$ cat config.mk
export PLATFORM = sky130hd
export DESIGN_NAME = mac_array_ctrl
export DESIGN_NICKNAME = d
export VERILOG_FILES = /design/src/rtl/mac_array_ctrl.sv
export SDC_FILE = /design/constraint.sdc
export NUM_CORES = 1
export LEC_CHECK = 0
export ABC_CLOCK_PERIOD_IN_PS = 4800
export BUFFER_PORTS_ARGS = -buffer_cell sky130_fd_sc_hd__buf_2
export CAP_MARGIN = 40
export CELL_PAD_IN_SITES_DETAIL_PLACEMENT = 0
export CELL_PAD_IN_SITES_GLOBAL_PLACEMENT = 1
export CORE_MARGIN = 4
export CORE_UTILIZATION = 40
export DETAILED_ROUTE_END_ITERATION = 8
export GPL_TIMING_DRIVEN = 0
export PLACE_DENSITY_LB_ADDON = 0.1
export RECOVER_POWER = 25
export SYNTH_ARGS = -nofsm -noshare
export SYNTH_HDL_FRONTEND = slang
export SYNTH_SLANG_ARGS = --single-unit
$ cat constraint.sdc
create_clock -name clk -period 4.8 [get_ports clk]
set_input_delay 0.48 -clock clk [delete_from_list [all_inputs] [get_ports clk]]
set_output_delay 0.48 -clock clk [all_outputs]
set_load 0.02 [all_outputs]
$ cat src/rtl/mac_array_ctrl.sv
// rtl/mac_array_ctrl.sv - MAC array sequencer: kernel load, propagation wait, activation stream, output drain.
module mac_array_ctrl #(
    parameter int row     = 8,
    parameter int col     = 8,
    parameter int num_act = 36,
    parameter int aw      = 11
) (
    input  logic              clk,
    input  logic              reset,
    input  logic              start,
    input  logic [aw-1:0]     w_base,
    input  logic [aw-1:0]     a_base,
    output logic              sram_cen,
    output logic [aw-1:0]     sram_addr,
    output logic [2*row-1:0]  inst_w,
    input  logic              ofifo_valid,
    output logic              ofifo_rd,
    output logic              busy,
    output logic              done
);

    typedef enum logic [2:0] {
        S_IDLE,
        S_KLOAD,
        S_KWAIT,
        S_EXEC,
        S_DRAIN,
        S_DONE
    } state_t;

    localparam int MAXC = (num_act > row + col) ? num_act : row + col;
    localparam int CW   = $clog2(MAXC + 1);
    localparam int PW   = $clog2(num_act + 1);

    state_t                  state_q, state_d;
    logic [CW-1:0]           cnt_q, cnt_d;
    logic [PW-1:0]           pop_q, pop_d;
    logic [aw-1:0]           w_base_q, w_base_d;
    logic [aw-1:0]           a_base_q, a_base_d;
    logic [row-1:0][1:0]     skew_q, skew_d;
    logic [1:0]              inst0;

    always_comb begin
        state_d   = state_q;
        cnt_d     = cnt_q;
        pop_d     = pop_q;
        w_base_d  = w_base_q;
        a_base_d  = a_base_q;
        sram_cen  = 1'b1;
        sram_addr = '0;
        inst0     = 2'b00;
        ofifo_rd  = 1'b0;
        busy      = (state_q != S_IDLE);
        done      = 1'b0;

        case (state_q)
            S_IDLE: begin
                if (start) begin
                    state_d  = S_KLOAD;
                    cnt_d    = '0;
                    pop_d    = '0;
                    w_base_d = w_base;
                    a_base_d = a_base;
                end
            end
            S_KLOAD: begin
                sram_cen  = 1'b0;
                sram_addr = w_base_q + aw'(cnt_q);
                inst0     = 2'b01;
                if (cnt_q == CW'(col - 1)) begin
                    state_d = S_KWAIT;
                    cnt_d   = '0;
                end else begin
                    cnt_d = cnt_q + 1'b1;
                end
            end
            S_KWAIT: begin
                if (cnt_q == CW'(row + col - 1)) begin
                    state_d = S_EXEC;
                    cnt_d   = '0;
                end else begin
                    cnt_d = cnt_q + 1'b1;
                end
            end
            S_EXEC: begin
                sram_cen  = 1'b0;
                sram_addr = a_base_q + aw'(cnt_q);
                inst0     = 2'b10;
                ofifo_rd  = ofifo_valid && (pop_q != PW'(num_act));
                if (cnt_q == CW'(num_act - 1)) begin
                    state_d = S_DRAIN;
                    cnt_d   = '0;
                end else begin
                    cnt_d = cnt_q + 1'b1;
                end
            end
            S_DRAIN: begin
                ofifo_rd = ofifo_valid && (pop_q != PW'(num_act));
            end
            S_DONE: begin
                done    = 1'b1;
                state_d = S_IDLE;
            end
            default: state_d = S_IDLE;
        endcase

        if (ofifo_rd) begin
            pop_d = pop_q + 1'b1;
        end
        // A pop in the final EXEC cycle is already counted when DRAIN is entered.
        if (state_q == S_DRAIN && pop_d == PW'(num_act)) begin
            state_d = S_DONE;
        end

        skew_d[0] = inst0;
        for (int r = 1; r < row; r++) begin
            skew_d[r] = skew_q[r-1];
        end
    end

    always_ff @(posedge clk) begin
        if (!reset) begin
            state_q  <= S_IDLE;
            cnt_q    <= '0;
            pop_q    <= '0;
            w_base_q <= '0;
            a_base_q <= '0;
            skew_q   <= '0;
        end else begin
            state_q  <= state_d;
            cnt_q    <= cnt_d;
            pop_q    <= pop_d;
            w_base_q <= w_base_d;
            a_base_q <= a_base_d;
            skew_q   <= skew_d;
        end
    end

    assign inst_w = skew_q;

endmodule

==> impl_metrics.toml, run 1 <==
[status]
status = "completed"

[detailed_routing]
post_drt_wl_per_cell_um = 13.2
viasPerCell = 4.87
wl_um = 6510
vias = 2396
ant_nets = 0
drcViolationCount = 0
drt-pass1-iter-count = 4
drt_first_iter_violations = 108

[setup_path]
critPathMostFrequentCell = "nand2_1"
reg2reg_from = "cnt_q[1]"
reg2reg_depth = 5
critical_path_class = "flip-flop to output port"
worst-r2r-setup-slack_ns = 3.03
critPathLaunchType = "flip-flop"
path_cells = "buf_6 -> and3b_4 -> clkbuf_1 -> nand2_1 -> nand2_1 -> ha_1 -> fa_1 -> a211oi_1 -> o21bai_1 -> a21oi_1 -> nor4_1 -> nor3b_1 -> buf_2"
cp.depth = 13
cp-end-kind = "output port"
crit_fanout = 10
reg2reg_to = "state_q[0]"
required_ns = 4.32
cp.arrival_ns = 3.34
critical-path-max-stage-delay_ns = 0.44
cp_slowest_cell = "fa_1"
cp_top_family = "compound AO/OA/AOI/OAI gates"
crit_buf_inv = 3

[clocking]
cts_root_buf = "clkbuf_8"
h-tree-depth = 2
cts_buffer_depth = 2
clk_latency_ns = 0.31
ctsHoldBuffers = 0
cts_made_buffers = 5
path_clk_slew_ns = 0.10
cts_resized = 0
clock_sinks = 53
cts_setup_buffers = 0
cts_tree = "built"

[min_path]
min_to = "w_base_q[4]"
min-delay-start = "w_base[4]"
hold_depth = 3
hp-class = "primary input to flip-flop"

[sta]
hold_violations = 0
fin_ws_ns = 0.984
min_period_ns = 3.82
report.final.slew_viol_count = 0
fin_worst_skew_ns = 0.0107
setup_tns_ns = 0
finalCritPeriodShare = 0.795
setup_violations = 0
holdWs_ns = 0.397
rsz0062_at_grt = "false"
relSlewSlack = 0.646
clock.fmax_mhz = 262
worst_pin_slew_ns = 0.527

[yosys]
synth_top_flop_cell = "dfxtp_1"
synth-seq-cells = 53
synth_edf_count = 0
yosysSeqAreaShare = 0.375
synth.distinct_cells = 64
synthCells = 333
synth_fp_nets = 369
syn-cell-area_um2 = 2830
syn_avg_cell_area_um2 = 8.50
yosysWarningCount = 0
async_reset_ff_frac = 0

[global_route]
grt_first_pass_wirelength_um = 10600
track_usage = 0.157
grt_pass1_vias = 2199
antenna_found_initial = 0
grt-ovfl-total = 0
grt_max_degree = 17

[power_and_ir_drop]
ir_drop_mv = 0.118
cellLeakagePower_uw = 0.00143
power.density_nw_per_um2 = 261

[floorplan]
row_count = 30
ios = 57
initial_core_util = 0.414
die_x_um = 92.1
core_area_um2 = 6830
die_y_um = 92.1
die-area_um2 = 8480

[job]
drv_cap = 0

[place]
numPortBuffers = 56
gp_congestion = 0.818
place_hpwl_um = 5000
dpl-instance-area_um2 = 3230
dp_worst_setup_slack_ns = 1.48

[finish]
area_growth_pct = 17.4
diodes = 0
final_area_um2 = 3320
drive_above_1_share = 0.212
fin_nets = 432
[flip-flops by register name, indices dropped and copies added, names as in the netlist]
signal    cells
state_q       3
inst_w       16
pop_q         6
cnt_q         6
a_base_q     11
w_base_q     11
[worst min-delay path, delay by kind of cell]
family / cells / cell delay (ns)
buffers and inverters: 1 / 0.09
AND/OR/NAND/NOR: 1 / 0.05
AO/OA/AOI/OAI: 1 / 0.05
[how the worst max path moves through the flow]
stage / startpoint / to / slack, ns
4_1_cts: state_q[0] / sram_addr[10] / 1.13
5_1_grt: state_q[1] / sram_addr[10] / 0.66
6_report: state_q[1] / sram_addr[10] / 0.98
3_5_place_dp: state_q[0] / sram_addr[10] / 1.48
2_1_floorplan: state_q[1] / sram_addr[10] / 1.59
3_3_place_gp: state_q[0] / sram_addr[10] / 1.47
[where the power goes]
group	switching, uW	total, uW	internal (uW)	leakage [uW]
Sequential	10.6	464	454	0.000431
Clock	149	304	155	0.0000546
Combinational	58.5	98.3	39.9	0.000943
Total	219	867	648	0.00143
[logic make-up (layout without fill, tap and decap cells)]
family,count (synthesis),after routing,synth area share
and+or+nand+nor,158,158,0.292
AOI/OAI and AO/OA,75,75,0.189
DFF,53,53,0.375
buffers and inverters,24,87,0.0491
adders and majority gates,10,10,0.0469
muxes,7,7,0.0287
xor gates and xnor gates,6,6,0.0186
[per-layer routing]
metal / up-vias / GRT usage / routed length, um / part of all wire
li1: 1277 / - / - / -
met1: 1072 / 0.222 / 3240 / 0.50
met2: 41 / 0.247 / 2900 / 0.45
met3: 6 / 0.0271 / 292 / 0.045
met4: 0 / 0.0408 / 74 / 0.011
met5: - / 0 / 0 / 0
[metrics by stage]
step	total power, uW	cells	utilization
after floorplan	537	333	-
after global placement	574	485	0.473
after detailed placement	575	485	0.473
after CTS	880	492	0.488
after global routing	913	492	0.486
final	867	492	0.486
[synth_stat cells (3+ instances only)]
cell,instances,share of area
o21ai_1,3,0.0053
nor2_1,11,0.015
a21oi_1,11,0.019
inv_1,5,0.0066
xor2_1,4,0.012
dfxtp_1,53,0.38
nor3b_1,6,0.016
o31ai_1,3,0.0080
nor3_1,6,0.011
nor2b_1,6,0.013
ha_1,9,0.040
a21boi_0,21,0.056
a211oi_1,5,0.013
nand2_1,73,0.097
nand3_1,7,0.012
nand2b_1,4,0.0088
a21o_1,3,0.0080
buf_6,5,0.020
and3_1,3,0.0066
clkbuf_1,6,0.0080
buf_2,6,0.011
and2_1,19,0.042
o21ai_0,7,0.012
mux2i_1,4,0.014
[placed cells by master (no fill, tap or decap), types with 7 or more instances in the layout]
| master | count |
|---|---|
| a21boi_0 | 21 |
| and2_1 | 17 |
| ha_1 | 9 |
| a21oi_1 | 11 |
| o21ai_0 | 7 |
| nand2_1 | 73 |
| nand3_1 | 7 |
| nor2_1 | 11 |
| clkbuf_1 | 14 |
| buf_2 | 55 |
| dfxtp_1 | 53 |
[layout make-up]
| class | count | area (um^2) |
|---|---|---|
| plain buffers | 18 | 109 |
| clock buffers | 5 | 68.8 |
| clock inverters | 2 | 38.8 |
| fillers | 718 | 3510 |
| inverters | 6 | 22.5 |
| multi-input cells | 256 | 1630 |
| flip-flops and latches | 53 | 1060 |
| well taps | 96 | 120 |
| repair buffers | 56 | 272 |
No activity file was read; power rests on OpenSTA's default activity.
==> run 2, diff against run 1 <==
ABC_CLOCK_PERIOD_IN_PS = 3300   (was 4800)
CORE_UTILIZATION = 37   (was 40)
clock period = 3.3 ns   (was 4.8 ns; I/O delays follow)
==> run 2 against run 1 <==
Compared with the run above:
- via count rose by 6.9%
- cell area rose by 4.3%
- sequential cell count did not move
- critical path type unchanged
- largest cell class unchanged
- clock skew rose by 0.0014 ns
- highest routed layer unchanged
- final cell count rose by 3.3%
- die area rose by 7.4%
- total power rose by 40%
- combinational power rose by 52%
- clock-buffer cell count did not move
- sequential share of layout area fell by 1.2 points
==> impl_metrics.toml, run 2 (synthesized netlist as in run 1, its figures left out) <==
[clocking]
cts_tree = "built"
clk_latency_ns = 0.31
clock_sinks = 53
cts_root_buf = "clkbuf_8"
cts_buffer_depth = 2
path_clk_slew_ns = 0.11
h-tree-depth = 2
cts_made_buffers = 5

[sta]
worst_pin_slew_ns = 0.561
fin_worst_skew_ns = 0.0121
finalCritPeriodShare = 0.973
min_period_ns = 3.21
setup_violations = 0
clock.fmax_mhz = 311
report.final.slew_viol_count = 0
relSlewSlack = 0.623
hold_violations = 0

[finish]
area_growth_pct = 22.4
diodes = 0
final_common_cell = "nand2_1"
multi_input_area_um2 = 1670
drive_above_1_share = 0.276
most-common-layout-cells = "nand2_1 (72), buf_2 (61), dfxtp_1 (51), a21boi_0 (21), buf_4 (14)"
largest_register_ffs = 16
fin_nets = 444
finalNonFillerCells = 508
num-fill-cells = 775
seqCellArea_um2 = 1070
fin_util = 0.472

[setup_path]
cp.arrival_ns = 2.88
reg2reg_depth = 5
critPathLaunchType = "flip-flop"
path_cells = "buf_6 -> and3b_4 -> nand2_1 -> nand2_2 -> ha_4 -> fa_2 -> a211oi_2 -> o21bai_1 -> a21oi_2 -> buf_4 -> o31ai_1 -> nor3b_2 -> buf_4"
critPathMostFrequentCell = "buf_4"
critical-path-max-stage-delay_ns = 0.38
critical_path_class = "flip-flop to output port"
required_ns = 2.97
worst-r2r-setup-slack_ns = 1.47
reg2reg_from = "cnt_q[1]"
crit_fanout = 9
cp-end-kind = "output port"
reg2reg_to = "state_q[0]"
cp_slowest_cell = "fa_2"

[detailed_routing]
vias = 2561
drt-pass1-iter-count = 4
drcViolationCount = 0
viasPerCell = 5.04
ant_nets = 0
drt_first_iter_violations = 77
post_drt_wl_per_cell_um = 13.8
wl_um = 7020

[global_route]
grt_first_pass_wirelength_um = 11200
grt-ovfl-total = 0
antenna_found_initial = 0
grt_pass1_vias = 2334
grt_max_degree = 19
track_usage = 0.157

[status]
status = "completed"

[min_path]
min_to = "w_base_q[4]"
min-delay-start = "w_base[4]"
hp-class = "primary input to flip-flop"
hold_depth = 3

[place]
dp.cells = 488
place_hpwl_um = 5190
numPortBuffers = 56
gp_congestion = 0.779

[power_and_ir_drop]
ir_drop_mv = 0.245
power.density_nw_per_um2 = 351
cellLeakagePower_uw = 0.00152

[floorplan]
die_x_um = 95.4
row_count = 31
die_y_um = 95.4
ios = 57
initial_core_util = 0.386
die-area_um2 = 9110
core_area_um2 = 7330

[job]
drv_cap = 0
-- run 2: changes by cell type in the layout (fill, tap and decap cells not counted), sizes merged --
cell	change
bufinv	-1
buf	+19
clkinvlp	+2
clkbuf	-7
-- run 2: worst max-delay path by stage --
stage,start,end
after floorplan,state_q[1],sram_addr[10]
after global routing,state_q[1],sram_addr[10]
after detailed placement,state_q[0],sram_addr[10]
after CTS,state_q[1],sram_addr[7]
final,state_q[1],sram_addr[10]
after global placement,state_q[0],sram_addr[10]
-- run 2: power breakdown --
part	switching [uW]	internal, uW	total (uW)
Combinational	88.7	60.4	149
Sequential	16.5	660	676
Clock	236	155	390
-- run 2: through the flow --
stage / worst slack, ns / area (um^2) / hold WS, ns / power [uW] / setup TNS (ns)
detailed placement: 0.0246 / 3230 / 0.439 / 837 / 0
CTS: 0.0111 / 3350 / 0.234 / 1240 / 0
global route: -0.0258 / 3460 / 0.242 / 1280 / -0.0258
floorplan: 0.245 / 2830 / 0.435 / 782 / 0
global placement: 0.0334 / 3230 / 0.433 / 836 / 0
finish: 0.0877 / 3460 / 0.240 / 1220 / 0
-- run 2: per-layer routing --
layer | global-route usage | up-vias | share of wire
met3 | 0.0268 | 6 | 0.039
met4 | 0.0415 | 0 | 0.011
li1 | - | 1311 | -
met2 | 0.248 | 43 | 0.46
met5 | 0 | - | 0
met1 | 0.221 | 1201 | 0.49
-- run 2: what timing repair did --
item	in CTS	in global routing
buffers inserted	1	11
pin swaps	2	5
setup endpoints to repair	4	5
resized for setup	5	8
cloned	0	1
hold buffers	0	0
-- run 2: area by class of cell --
cell class	instances	area share
multi-input cells	256	0.483
plain buffers	17	0.0303
clock buffers	5	0.0199
clock inverters	3	0.00759
flip-flops and latches	53	0.308
well taps	99	0.0358
inverters	6	0.00650
repair buffers	69	0.109
-- run 2: critical path, delay by kind of cell, from the launching register on --
family,cells,cell delay (ns)
AO/OA/AOI/OAI,4,0.66
adder cells (fa/ha/maj),2,0.56
AND/OR/NAND/NOR,4,0.54
buffers and inverters,3,0.46
flip-flops,1,0.33
==> run 3, diff against run 2 <==
SETUP_SLACK_MARGIN = 0.3   (was not set)
==> run 3 against run 2 <==
Compared with the run above:
- sequential cell count unchanged
- critical path type unchanged
- maximum frequency up 2.7%
- hold slack worse by 0.0015 ns
- die area unchanged
- sequential share of layout area down 1.0 points
- cell area up 3.1%
- highest routed layer unchanged
- core utilization up 1.5 points
==> impl_metrics.toml, run 3 (synthesized netlist as in run 1, its figures left out) <==
[status]
status = "completed"

[clocking]
clk_latency_ns = 0.31
path_clk_slew_ns = 0.11
cts_tree = "built"
ctsHoldBuffers = 0
cts_buffer_depth = 2
cts_made_buffers = 5
h-tree-depth = 2
clock_sinks = 53
cts_root_buf = "clkbuf_8"

[floorplan]
die_y_um = 95.4
initial_core_util = 0.386
row_count = 31
ios = 57
die-area_um2 = 9110
die_x_um = 95.4
core_area_um2 = 7330

[global_route]
grt_max_degree = 19
grt_first_pass_wirelength_um = 11500
antenna_found_initial = 0
grt_pass1_vias = 2347
track_usage = 0.161
grt-ovfl-total = 0

[sta]
finalCritPeriodShare = 0.948
worst_pin_slew_ns = 0.510
min_period_ns = 3.13
clock.fmax_mhz = 320
fin_worst_skew_ns = 0.00615
setup_tns_ns = 0
report.final.slew_viol_count = 0
relSlewSlack = 0.657
hold_violations = 0
setup_violations = 0
rsz0062_at_grt = "true"

[place]
place_hpwl_um = 5190
numPortBuffers = 56
gp_congestion = 0.787

[detailed_routing]
ant_nets = 0
vias = 2548
drcViolationCount = 0
drt_first_iter_violations = 145
wl_um = 7120
post_drt_wl_per_cell_um = 14.0
viasPerCell = 5.00
drt-pass1-iter-count = 4

[setup_path]
critPathLaunch = "state_q[1]"
critical_path_class = "flip-flop to output port"
cp.arrival_ns = 2.80
critPathLaunchType = "flip-flop"
required_ns = 2.97
crit_fanout = 8
reg2reg_from = "cnt_q[0]"
cp-end-kind = "output port"

[min_path]
min-delay-start = "w_base[4]"
hp-class = "primary input to flip-flop"

[power_and_ir_drop]
switchingPower_uw = 347
ir_drop_mv = 0.209
seq_power_share = 0.519
cellLeakagePower_uw = 0.00156
p_sw_frac = 0.266
power.density_nw_per_um2 = 365
combPwrFrac = 0.120
p_int_uw = 956
clkPwrFrac = 0.361

[job]
drv_cap = 0

[finish]
diodes = 0
fin_util = 0.487
fin_nets = 446
largest_register_ffs = 16
most-common-layout-cells = "nand2_1 (71), dfxtp_1 (52), buf_2 (50), a21boi_0 (21), buf_4 (18)"
final_common_cell = "nand2_1"
num-fill-cells = 740
drive_above_1_share = 0.280
area_growth_pct = 26.2
run 3: changes by cell type in the layout (fill, tap and decap cells not counted), sizes merged:
cell      change
buf           -5
bufinv        +1
clkbuf        +7
clkinv        +1
clkinvlp      -2
run 3: layout make-up:
| class | count | area (um^2) | share of cell area |
|---|---|---|---|
| flip-flops and latches | 53 | 1060 | 0.297 |
| multi-input cells | 256 | 1740 | 0.486 |
| plain buffers | 18 | 116 | 0.0326 |
| clock buffers | 5 | 68.8 | 0.0193 |
| well taps | 99 | 124 | 0.0347 |
| repair buffers | 70 | 390 | 0.109 |
| clock inverters | 3 | 50.0 | 0.0140 |
| inverters | 6 | 22.5 | 0.00631 |
run 3: timing repair:
item | in CTS | in global routing
pin swaps | 8 | 10
endpoints found under the setup margin | 6 | 7
buffers inserted | 5 | 9
resized for setup | 18 | 8
run 3: path summary, 6_finish.rpt:
path | depth (start not counted) | slack, ns | end
setup / recovery | 14 | 0.17 | sram_addr[10]
hold / removal | 3 | 0.24 | w_base_q[4]
setup reg to reg | 5 | 1.50 | state_q[0]
hold reg to reg | 1 | 0.46 | inst_w[10]
run 3: metrics by stage:
step                cells  hold WS (ns)  total power (uW)  cell area, um^2  setup slack (ns)
floorplan             333         0.435               782             2830             0.421
global placement      488         0.433               836             3240            0.0970
detailed placement    488         0.438               837             3240            0.0732
CTS                   501         0.236              1320             3470             0.178
global route          510         0.237              1360             3570            0.0398
finish                510         0.239              1300             3570             0.171
run 3: per-layer routing:
layer | vias to the layer above | GRT usage | routed length (um)
li1 | 1316 | - | -
met5 | - | 0 | 0
met2 | 57 | 0.262 | 3260
met4 | 0 | 0.0391 | 68
met3 | 7 | 0.0284 | 326
met1 | 1168 | 0.221 | 3460
run 3: critical path, cell delays in order (launching register included):
cell,delay (ns)
dfxtp_1,0.32
buf_6,0.13
and3b_4,0.18
buf_6,0.13
nand2_2,0.05
nand2_2,0.06
ha_4,0.16
fa_2,0.36
a211oi_2,0.22
o21bai_1,0.13
a21oi_2,0.17
buf_6,0.15
nor4_4,0.04
nor3b_2,0.21
buf_4,0.17
run 3: power groups by stage:
stage / clock network, uW / logic [uW] / registers [uW]
after floorplan: 0 / 94.4 / 688
after global placement: 0 / 146 / 690
after detailed placement: 0 / 146 / 691
after CTS: 486 / 154 / 677
after global routing: 501 / 176 / 679
final: 471 / 156 / 677
